$ cat config.mk
export PLATFORM = sky130hd
export DESIGN_NAME = ob_c2h_tx
export DESIGN_NICKNAME = d
export VERILOG_FILES = /design/src/rtl/ob_c2h_pkg.sv /design/src/rtl/ob_c2h_fifo2.sv /design/src/rtl/ob_c2h_tx.sv
export SDC_FILE = /design/constraint.sdc
export NUM_CORES = 1
export LEC_CHECK = 0
export ABC_AREA = 1
export CAP_MARGIN = 40
export CORE_ASPECT_RATIO = 1.75
export CORE_UTILIZATION = 30
export DETAILED_ROUTE_END_ITERATION = 8
export PLACE_DENSITY_LB_ADDON = 0.15
export SLEW_MARGIN = 0
export SYNTH_ARGS = -nofsm -noshare
export SYNTH_HDL_FRONTEND = slang
export SYNTH_SLANG_ARGS = --single-unit
$ cat constraint.sdc
create_clock -name clk -period 6.82 [get_ports clk]
set_input_delay 0.682 -clock clk [delete_from_list [all_inputs] [get_ports clk]]
set_output_delay 0.682 -clock clk [all_outputs]
set_load 0.01 [all_outputs]
$ cat src/rtl/ob_c2h_pkg.sv
// Shared definitions for the card-to-host stream transmitter.
// Optional feature macro used by ob_c2h_tx: OB_C2H_IRQ_EN.
package ob_c2h_pkg;

  localparam int unsigned RAM_DW_DEF  = 128;
  localparam int unsigned AXIS_DW_DEF = 64;
  localparam int unsigned LEN_W_DEF   = 16;

  localparam logic [7:0] KEEP_ALL = 8'hFF;

  typedef enum logic [1:0] {
    IDLE   = 2'd0,
    STREAM = 2'd1,
    IRQ    = 2'd2,
    DONE   = 2'd3
  } state_t;

endpackage

$ cat src/rtl/ob_c2h_fifo2.sv
// Two-entry prefetch FIFO between the RAM read port and the beat packer.
// The head entry is presented combinationally; reset flushes the contents.
module ob_c2h_fifo2
  import ob_c2h_pkg::*;
#(
  parameter int unsigned DW = RAM_DW_DEF
) (
  input  logic          clk,
  input  logic          rst,
  input  logic          push,
  input  logic          pop,
  input  logic [DW-1:0] wr_data,
  output logic [DW-1:0] rd_data,
  output logic [1:0]    count
);

  logic [DW-1:0] mem [2];
  logic          wr_ptr;
  logic          rd_ptr;

  // Storage array: written on push, no reset needed (count gates validity)
  always_ff @(posedge clk) begin
    if (push) begin
      mem[wr_ptr] <= wr_data;
    end
  end

  // Pointers and occupancy; reset empties the FIFO
  always_ff @(posedge clk) begin
    if (rst) begin
      wr_ptr <= 1'b0;
      rd_ptr <= 1'b0;
      count  <= '0;
    end else begin
      if (push) wr_ptr <= ~wr_ptr;
      if (pop)  rd_ptr <= ~rd_ptr;
      case ({push, pop})
        2'b10:   count <= count + 2'd1;
        2'b01:   count <= count - 2'd1;
        default: count <= count;
      endcase
    end
  end

  assign rd_data = mem[rd_ptr];

endmodule

$ cat src/rtl/ob_c2h_tx.sv
// Card-to-host transmitter: reads len_words 128-bit RAM words from base_addr
// and sends each as two 64-bit AXI-Stream beats (low half first), then
// optionally raises a user interrupt. Optional macro: OB_C2H_IRQ_EN.
module ob_c2h_tx
  import ob_c2h_pkg::*;
#(
  parameter int unsigned RAM_DW  = RAM_DW_DEF,
  parameter int unsigned AXIS_DW = AXIS_DW_DEF,
  parameter int unsigned LEN_W   = LEN_W_DEF,
  parameter int unsigned IRQ_IDX = 0
) (
  input  logic                 clk,
  input  logic                 rst,
  input  logic                 start,
  input  logic [31:0]          base_addr,
  input  logic [LEN_W-1:0]     len_words,
  output logic                 busy,
  output logic                 done,
  output logic                 RdEn,
  output logic [31:0]          RdAddr,
  input  logic [RAM_DW-1:0]    RdData,
  output logic [AXIS_DW-1:0]   s_axis_c2h_tdata_0,
  output logic [AXIS_DW/8-1:0] s_axis_c2h_tkeep_0,
  output logic                 s_axis_c2h_tlast_0,
  output logic                 s_axis_c2h_tvalid_0,
  input  logic                 s_axis_c2h_tready_0,
  output logic [3:0]           usr_irq_req,
  input  logic [3:0]           usr_irq_ack,
  input  logic                 msi_enable
);

  state_t              state, state_next;
  logic [31:0]         base_q;
  logic [LEN_W-1:0]    len_q;
  logic [LEN_W-1:0]    rd_cnt;
  logic [LEN_W-1:0]    tx_cnt;
  logic                rd_pend;
  logic                half;
  logic [1:0]          fifo_count;
  logic [RAM_DW-1:0]   fifo_head;
  logic                rd_room;
  logic                beat_fire;
  logic                word_pop;
  logic                last_fire;
  logic                unused_inputs;

  ob_c2h_fifo2 #(.DW(RAM_DW)) u_fifo (
    .clk     (clk),
    .rst     (rst),
    .push    (rd_pend),
    .pop     (word_pop),
    .wr_data (RdData),
    .rd_data (fifo_head),
    .count   (fifo_count)
  );

  // Read issue and stream outputs, all derived from registered state
  always_comb begin
    rd_room   = ({1'b0, fifo_count} + {2'b00, rd_pend}) < 3'd2;
    RdEn      = (state == STREAM) && (rd_cnt < len_q) && rd_room;
    RdAddr    = RdEn ? (base_q + 32'(rd_cnt)) : '0;

    s_axis_c2h_tvalid_0 = (state == STREAM) && (fifo_count != 2'd0);
    s_axis_c2h_tdata_0  = '0;
    s_axis_c2h_tkeep_0  = '0;
    s_axis_c2h_tlast_0  = 1'b0;
    if (s_axis_c2h_tvalid_0) begin
      s_axis_c2h_tdata_0 = half ? fifo_head[RAM_DW-1:AXIS_DW] : fifo_head[AXIS_DW-1:0];
      s_axis_c2h_tkeep_0 = KEEP_ALL;
      s_axis_c2h_tlast_0 = half && (tx_cnt == len_q - LEN_W'(1));
    end

    beat_fire = s_axis_c2h_tvalid_0 && s_axis_c2h_tready_0;
    word_pop  = beat_fire && half;
    last_fire = beat_fire && s_axis_c2h_tlast_0;
  end

  // Captured parameters, read/send counters, in-flight flag and beat phase
  always_ff @(posedge clk) begin
    if (rst) begin
      base_q  <= '0;
      len_q   <= '0;
      rd_cnt  <= '0;
      tx_cnt  <= '0;
      rd_pend <= 1'b0;
      half    <= 1'b0;
    end else begin
      rd_pend <= RdEn;
      if (state == IDLE && start) begin
        base_q <= base_addr;
        len_q  <= len_words;
        rd_cnt <= '0;
        tx_cnt <= '0;
        half   <= 1'b0;
      end else begin
        if (RdEn)      rd_cnt <= rd_cnt + LEN_W'(1);
        if (beat_fire) half   <= ~half;
        if (word_pop)  tx_cnt <= tx_cnt + LEN_W'(1);
      end
    end
  end

  // FSM state register
  always_ff @(posedge clk) begin
    if (rst) state <= IDLE;
    else     state <= state_next;
  end

  // FSM next-state logic
  always_comb begin
    state_next = state;
    case (state)
      IDLE: begin
        if (start) state_next = (len_words == '0) ? DONE : STREAM;
      end
      STREAM: begin
        if (last_fire) begin
`ifdef OB_C2H_IRQ_EN
          state_next = msi_enable ? IRQ : DONE;
`else
          state_next = DONE;
`endif
        end
      end
`ifdef OB_C2H_IRQ_EN
      IRQ: begin
        if (usr_irq_ack[IRQ_IDX]) state_next = DONE;
      end
`endif
      DONE:    state_next = IDLE;
      default: state_next = IDLE;
    endcase
  end

  // FSM outputs
  always_comb begin
    busy        = (state == STREAM) || (state == IRQ);
    done        = (state == DONE);
    usr_irq_req = '0;
`ifdef OB_C2H_IRQ_EN
    if (state == IRQ) usr_irq_req[IRQ_IDX] = 1'b1;
`endif
  end

  // Ack bits other than IRQ_IDX (and everything IRQ-related when disabled) are not used
  assign unused_inputs = &{1'b0, usr_irq_ack, msi_enable};

endmodule

# --- Word-level counts from Yosys, hierarchy flattened ---
# Memories as Yosys holds them, arrays and structs flattened. A register that Yosys moved wholly into a read port is not among the register bits.
# Index checks and enable logic that the tools add are counted.
word_totals:
  wordCells: 60
  in_bits: 185
  n_memories: 1
  output_inout_bits: 113
  regBits: 88
  mem_bits_rw: 256
mem_list:
  columns: ["name", "words", "width", "rd", "rd_clocked_by_memory_dff", "write_ports", "line", "text"]
  rows:
  - ["u_fifo.mem", 2, 128, 1, 1, 1, "ob_c2h_fifo2.sv:17", "logic [DW-1:0] mem [2];"]
op_classes:
  n_bitwise: 3
  n_addsub: 7
  n_eq_ne: 8
  mux: 14
  n_reduce_logical: 15
  order_cmp: 2
op_table:
  columns: ["operator", "n"]
  rows:
  - ["2-to-1 mux 64 bit", 2]
  - ["adder 16 x 1 -> 16 bit, second input constant", 2]
  - ["adder 32 x 16 -> 32 bit", 1]
  - ["2-to-1 mux 32 bit", 1]
  - ["== test 16 bit", 1]
  - ["zero test 16 bit", 1]
  - ["< comparator 16 bit", 1]
  - ["subtractor 16 x 1 -> 16 bit, second input constant", 1]
  - ["logical AND 1 bit", 8]
  - ["2-to-1 mux 8 bit", 1]
  - ["case mux 2 bit (2 select lines)", 2]
  - ["== test 2 bit, second input constant", 3]
  - ["2-to-1 mux 2 bit", 3]
  - ["2-to-1 mux 1 bit", 5]
  - ["== test 2 x 1 -> 1 bit, second input constant", 2]
  - ["inequality test 2 bit, second input constant", 2]
  - ["nonzero test 2 bit", 2]
  - ["adder 2 x 1 -> 3 bit", 1]
  - ["< comparator 3 x 2 -> 1 bit, second input constant", 1]
  - ["NOT 1 bit", 3]
  - ["adder 2 x 1 -> 2 bit, second input constant", 1]
  - ["zero test 2 bit", 1]
  - ["AND reduction 2 bit", 1]
  - ["OR reduction 2 bit", 1]
  - ["2 further kinds", 2]

# --- Depth between registers and ports, before layout ---
logic_depth:
  word_depth: 7
  mapped_depth: 16
  depth_no_buf: 15

# --- Modules after synthesis ---
# From an unflattened synthesis, not the netlist that was laid out.
hier_totals:
  hier_cells: 1664
  hier_area_um2: 16708.5
by_module_without_submodules:
  columns: ["mod", "area_each_um2", "seq_area_each_um2", "instances", "cells_per_inst"]
  rows:
  - ["ob_c2h_fifo2", 9520.4, 7787.5, 1, 428]
  - ["ob_c2h_tx", 7188.1, 1681.6, 1, 1236]

# --- Worst setup path before layout ---
# No wires, ideal clock.
synth_path:
  kind: "reg-to-reg"
  from: "reg rd_pend"
  to: "mem u_fifo.mem[0][0] (netlist name) (enable)"
  required_ns: 6.202
  setup_time_ns: 0.618
  arrival_time_ns: 5.754
  slack_ns: 0.448
  stages_incl_launch_ff: 3
  path_buffers: 0
  synth_period_minus_slack_ns: 6.372
  path_cell_list: "dfxtp_1 inv_1 nor2_1"
synth_via:
  elab_chain_len: 2
synth_rtl:
  columns: ["item", "line", "text"]
  rows:
  - ["from (decl)", "ob_c2h_tx.sv:37", "logic rd_pend;"]
  - ["from (signal assigned)", "ob_c2h_tx.sv:88", "rd_pend <= RdEn;"]
  - ["2-to-1 mux 1 bit", "ob_c2h_fifo2.sv:23", "if (push) begin"]
  - ["2-to-1 mux 1 bit (not written as such)", "ob_c2h_fifo2.sv:24", "mem[wr_ptr] <= wr_data;"]
  - ["to (decl)", "ob_c2h_fifo2.sv:17", null]
# No other way between the ends.

# --- Worst setup path in the final report ---
layout_path:
  from: "reg len_q[15]"
  to: "out RdAddr[18]"
layout_via:
  elab_chain_len: 4
layout_rtl:
  columns: ["item", "line", "text"]
  rows:
  - ["from (decl)", "ob_c2h_tx.sv:34", "logic [LEN_W-1:0] len_q;"]
  - ["from (signal assigned)", "ob_c2h_tx.sv:91", "len_q <= len_words;"]
  - ["< comparator 16 bit", "ob_c2h_tx.sv:60", "RdEn = (state == STREAM) && (rd_cnt < len_q) && rd_room;"]
  - ["logical AND 1 bit (2 in a row)", "ob_c2h_tx.sv:60", null]
  - ["2-to-1 mux 32 bit", "ob_c2h_tx.sv:61", "RdAddr = RdEn ? (base_q + 32'(rd_cnt)) : '0;"]
  - ["to (decl)", "ob_c2h_tx.sv:20", "output logic [31:0] RdAddr,"]
# No other way between the ends.

==> impl_metrics.env <==
export IMPL_place_inst=2614
export IMPL_fp_row_count=112
export IMPL_r2r_end="rd_cnt[13]"
export IMPL_stdcell_count=2684
export IMPL_synth_cells=1709
export IMPL_fp_coreArea_um2=53100
export IMPL_status="finished, final reports clean"
export IMPL_drt_total_wl_mm=49.4
export IMPL_drt_wirelength_per_cell_um=18.4
export IMPL_io_pins=298
export IMPL_htreeDepth=2
export IMPL_dr_total_vias=12800
export IMPL_max_vdd_ir_drop_mv=0.196
export IMPL_clock_skew_final_ps=14.0
export IMPL_clk_latency_ps=530
export IMPL_crit_family="buffers and inverters"
export IMPL_seq_area_um2=9470
export IMPL_fin_crit_sh_pct=68.3
export IMPL_drtIter0Drc=579
export IMPL_tns_ps=0
export IMPL_grt_pass1_wl_mm=74.5
export IMPL_num_fill_cells=5261
export IMPL_fmaxAchievable_mhz=215
export IMPL_powerDensity_nw_per_um2=289
export IMPL_yosys_warnings=0
export IMPL_reg2reg_from="state[0]"
export IMPL_synth_area_um2=16100
export IMPL_power_leakage_nw=7.46
export IMPL_layout_common_cells="403 x nor2_1, 288 x clkdlybuf4s50_1, 256 x edfxtp_1, 195 x o21ai_0, 175 x nand2_1"
export IMPL_multi_input_area_um2=5870
export IMPL_crit_arrival_ps=3970
export IMPL_period_needed_ps=4660
export IMPL_first_pass_iters=5
export IMPL_initial_core_util_pct=30.3
export IMPL_cts_buffer_depth=3
export IMPL_setup_viol=0
export IMPL_worstMarginPinSlew_ps=923
export IMPL_path_buf_inv=4
export IMPL_whs_path_depth=2
export IMPL_ys_seq_area_share_pct=58.8
export IMPL_cts_sinks=345
export IMPL_gp_congestion=0.859
export IMPL_hold_buffers=0
export IMPL_cts_root_buf="clkbuf_16"
export IMPL_postSynthAreaPerCell_um2=9.42
export IMPL_grt_antenna_before_repair=3
export IMPL_cpMaxStageDelayCell="a211oi_4"
export IMPL_cts_clk_slew_worst_paths_ps=60
export IMPL_port_buffers=288
export IMPL_slowest_delay_ps=590
export IMPL_ys_seq_elements=345
export IMPL_worst_hold_slack_ps=497
export IMPL_hold_viol=0
export IMPL_drc=0
export IMPL_reg2reg_depth=9
export IMPL_post_cts_resized=0
export IMPL_hp_class="flip-flop to flip-flop"
export IMPL_crit_cells=10
export IMPL_required_ps=6140
export IMPL_crit_end="RdAddr[18]"
export IMPL_maxCapViolCount=0
export IMPL_cp_end_kind="output port"
export IMPL_rsz0062_at_grt="false"
export IMPL_drv_slew=0
export IMPL_cts_setup_buffers=0
export IMPL_cts_tree="yes"
export IMPL_fin_nets=2193
export IMPL_viasPerCell=4.75
export IMPL_dieArea_um2=54600
export IMPL_r2r_slack_ps=3580
export IMPL_mostFrequentLayoutCell="nor2_1"
export IMPL_numCtsBuffers=37
export IMPL_place_hpwl_mm=33.6
export IMPL_crit_chain="inv_1 -> ha_1 -> nand2_1 -> inv_1 -> and3_1 -> a211oi_4 -> nand2_1 -> buf_4 -> nor3_2 -> clkdlybuf4s50_1"
export IMPL_startpoint="len_q[15]"
export IMPL_ys_types=48
export IMPL_ant_nets=0
export IMPL_grt_max_degree=129
export IMPL_syn2layout_area_growth_pct=30.0
export IMPL_grt_usage_pct=18.0
export IMPL_grt_pass1_vias=13000
export IMPL_critPathKind="flip-flop to output port"
export IMPL_drive_above_1_share_pct=5.41
export IMPL_grt_overflow_total=0
export IMPL_startpoint_type="flip-flop"
export IMPL_fp_dieW_um=177
export IMPL_fp_dieH_um=308
export IMPL_cp_max_fo=25
export IMPL_relSlewSlack_pct=38.5
report_power, final:
group          leakage [nW]  internal, mW  switching [mW]
combinational          3.81         0.504           0.822
sequential             3.05          2.53           0.123
clock                 0.599          1.22           0.858
cell families after synthesis:
group | synth area share (%)
other | 0.0233
AO/OA/AOI/OAI | 11.4
AND/OR/NAND/NOR | 18.8
adder cells (fa/ha/maj) | 3.08
flip-flops | 58.8
XOR/XNOR | 2.99
buffers and inverters | 4.92
worst reg2reg max path, delay by kind of cell, from the launching register on:
kind            cells  cell delay [ps]
fa+ha+maj           1              240
compound gates      1              120
buf+inv             5             1890
simple gates        2              540
flops               1              380
synthesized netlist by cell type (all sizes together):
library cell,n,area share [%]
nand3,60,1.9
a31oi,1,0.039
nor3,30,1.1
inv,107,2.5
nor3b,2,0.093
nand3b,3,0.14
a21oi,143,4.4
nor4b,2,0.15
ha,38,3.0
clkbuf,50,1.2
and3,2,0.078
nor4,8,0.31
xnor2,27,1.5
and2,1,0.039
a21o,2,0.093
or2,1,0.039
nand4,17,0.75
edfxtp,256,48
nor2,413,9.9
o21a,3,0.14
xor2,28,1.5
clkinv,1,0.023
conb,1,0.023
dfxtp,89,11
a21boi,1,0.047
a211oi,1,0.12
o22ai,1,0.039
o211a,1,0.062
o21bai,1,0.047
o21ai,202,6.3
buf,36,1.2
fa,1,0.12
nand2,180,4.3
final cells by class:
type	count	area share, %
flip-flops and latches	345	45.3
multi-input cells	1173	28.0
repair buffers	304	14.8
clock buffers	45	4.72
well taps	684	4.09
inverters	108	1.95
clock inverters	22	1.15
diodes	3	0.0359
state kept, by name, summed over array words and instances, names as in the netlist, named ones only:
name           cells
base_q            32
state              2
u_fifo.mem       256
u_fifo.wr_ptr      1
rd_cnt            16
u_fifo.rd_ptr      1
half               1
u_fifo.count       2
tx_cnt            16
rd_pend            1
len_q             16
metrics by stage:
stage          power, mW  util (%)  worst slack (ps)  cell area [um2]
2_1_floorplan       3.51         -               448            16100
5_1_grt             6.38      39.4              1910            20900
3_5_place_dp        4.04      37.1              2590            19700
6_report            6.06      39.4              2160            20900
3_3_place_gp        4.00      36.9              2220            19600
4_1_cts             6.15      39.4              2010            20900
routing by layer:
metal	global-route usage, %	vias up	wire, um	share of wire [%]
met5	0	-	0	0
li1	-	6323	-	-
met3	3.08	95	2470	5.0
met2	34.8	372	27100	55
met4	7.50	0	1890	3.8
met1	18.6	5965	17900	36
worst min-delay path by stage:
| stage | from | end |
|---|---|---|
| after floorplan | u_fifo.count[1] | u_fifo.count[1] |
| after detailed placement | base_q[2] | base_q[2] |
| after CTS | base_q[2] | base_q[2] |
| after global placement | base_q[2] | base_q[2] |
| final | base_q[12] | base_q[12] |
| after global routing | base_q[4] | base_q[4] |
Note: power is estimated with default switching activity, not from simulation.
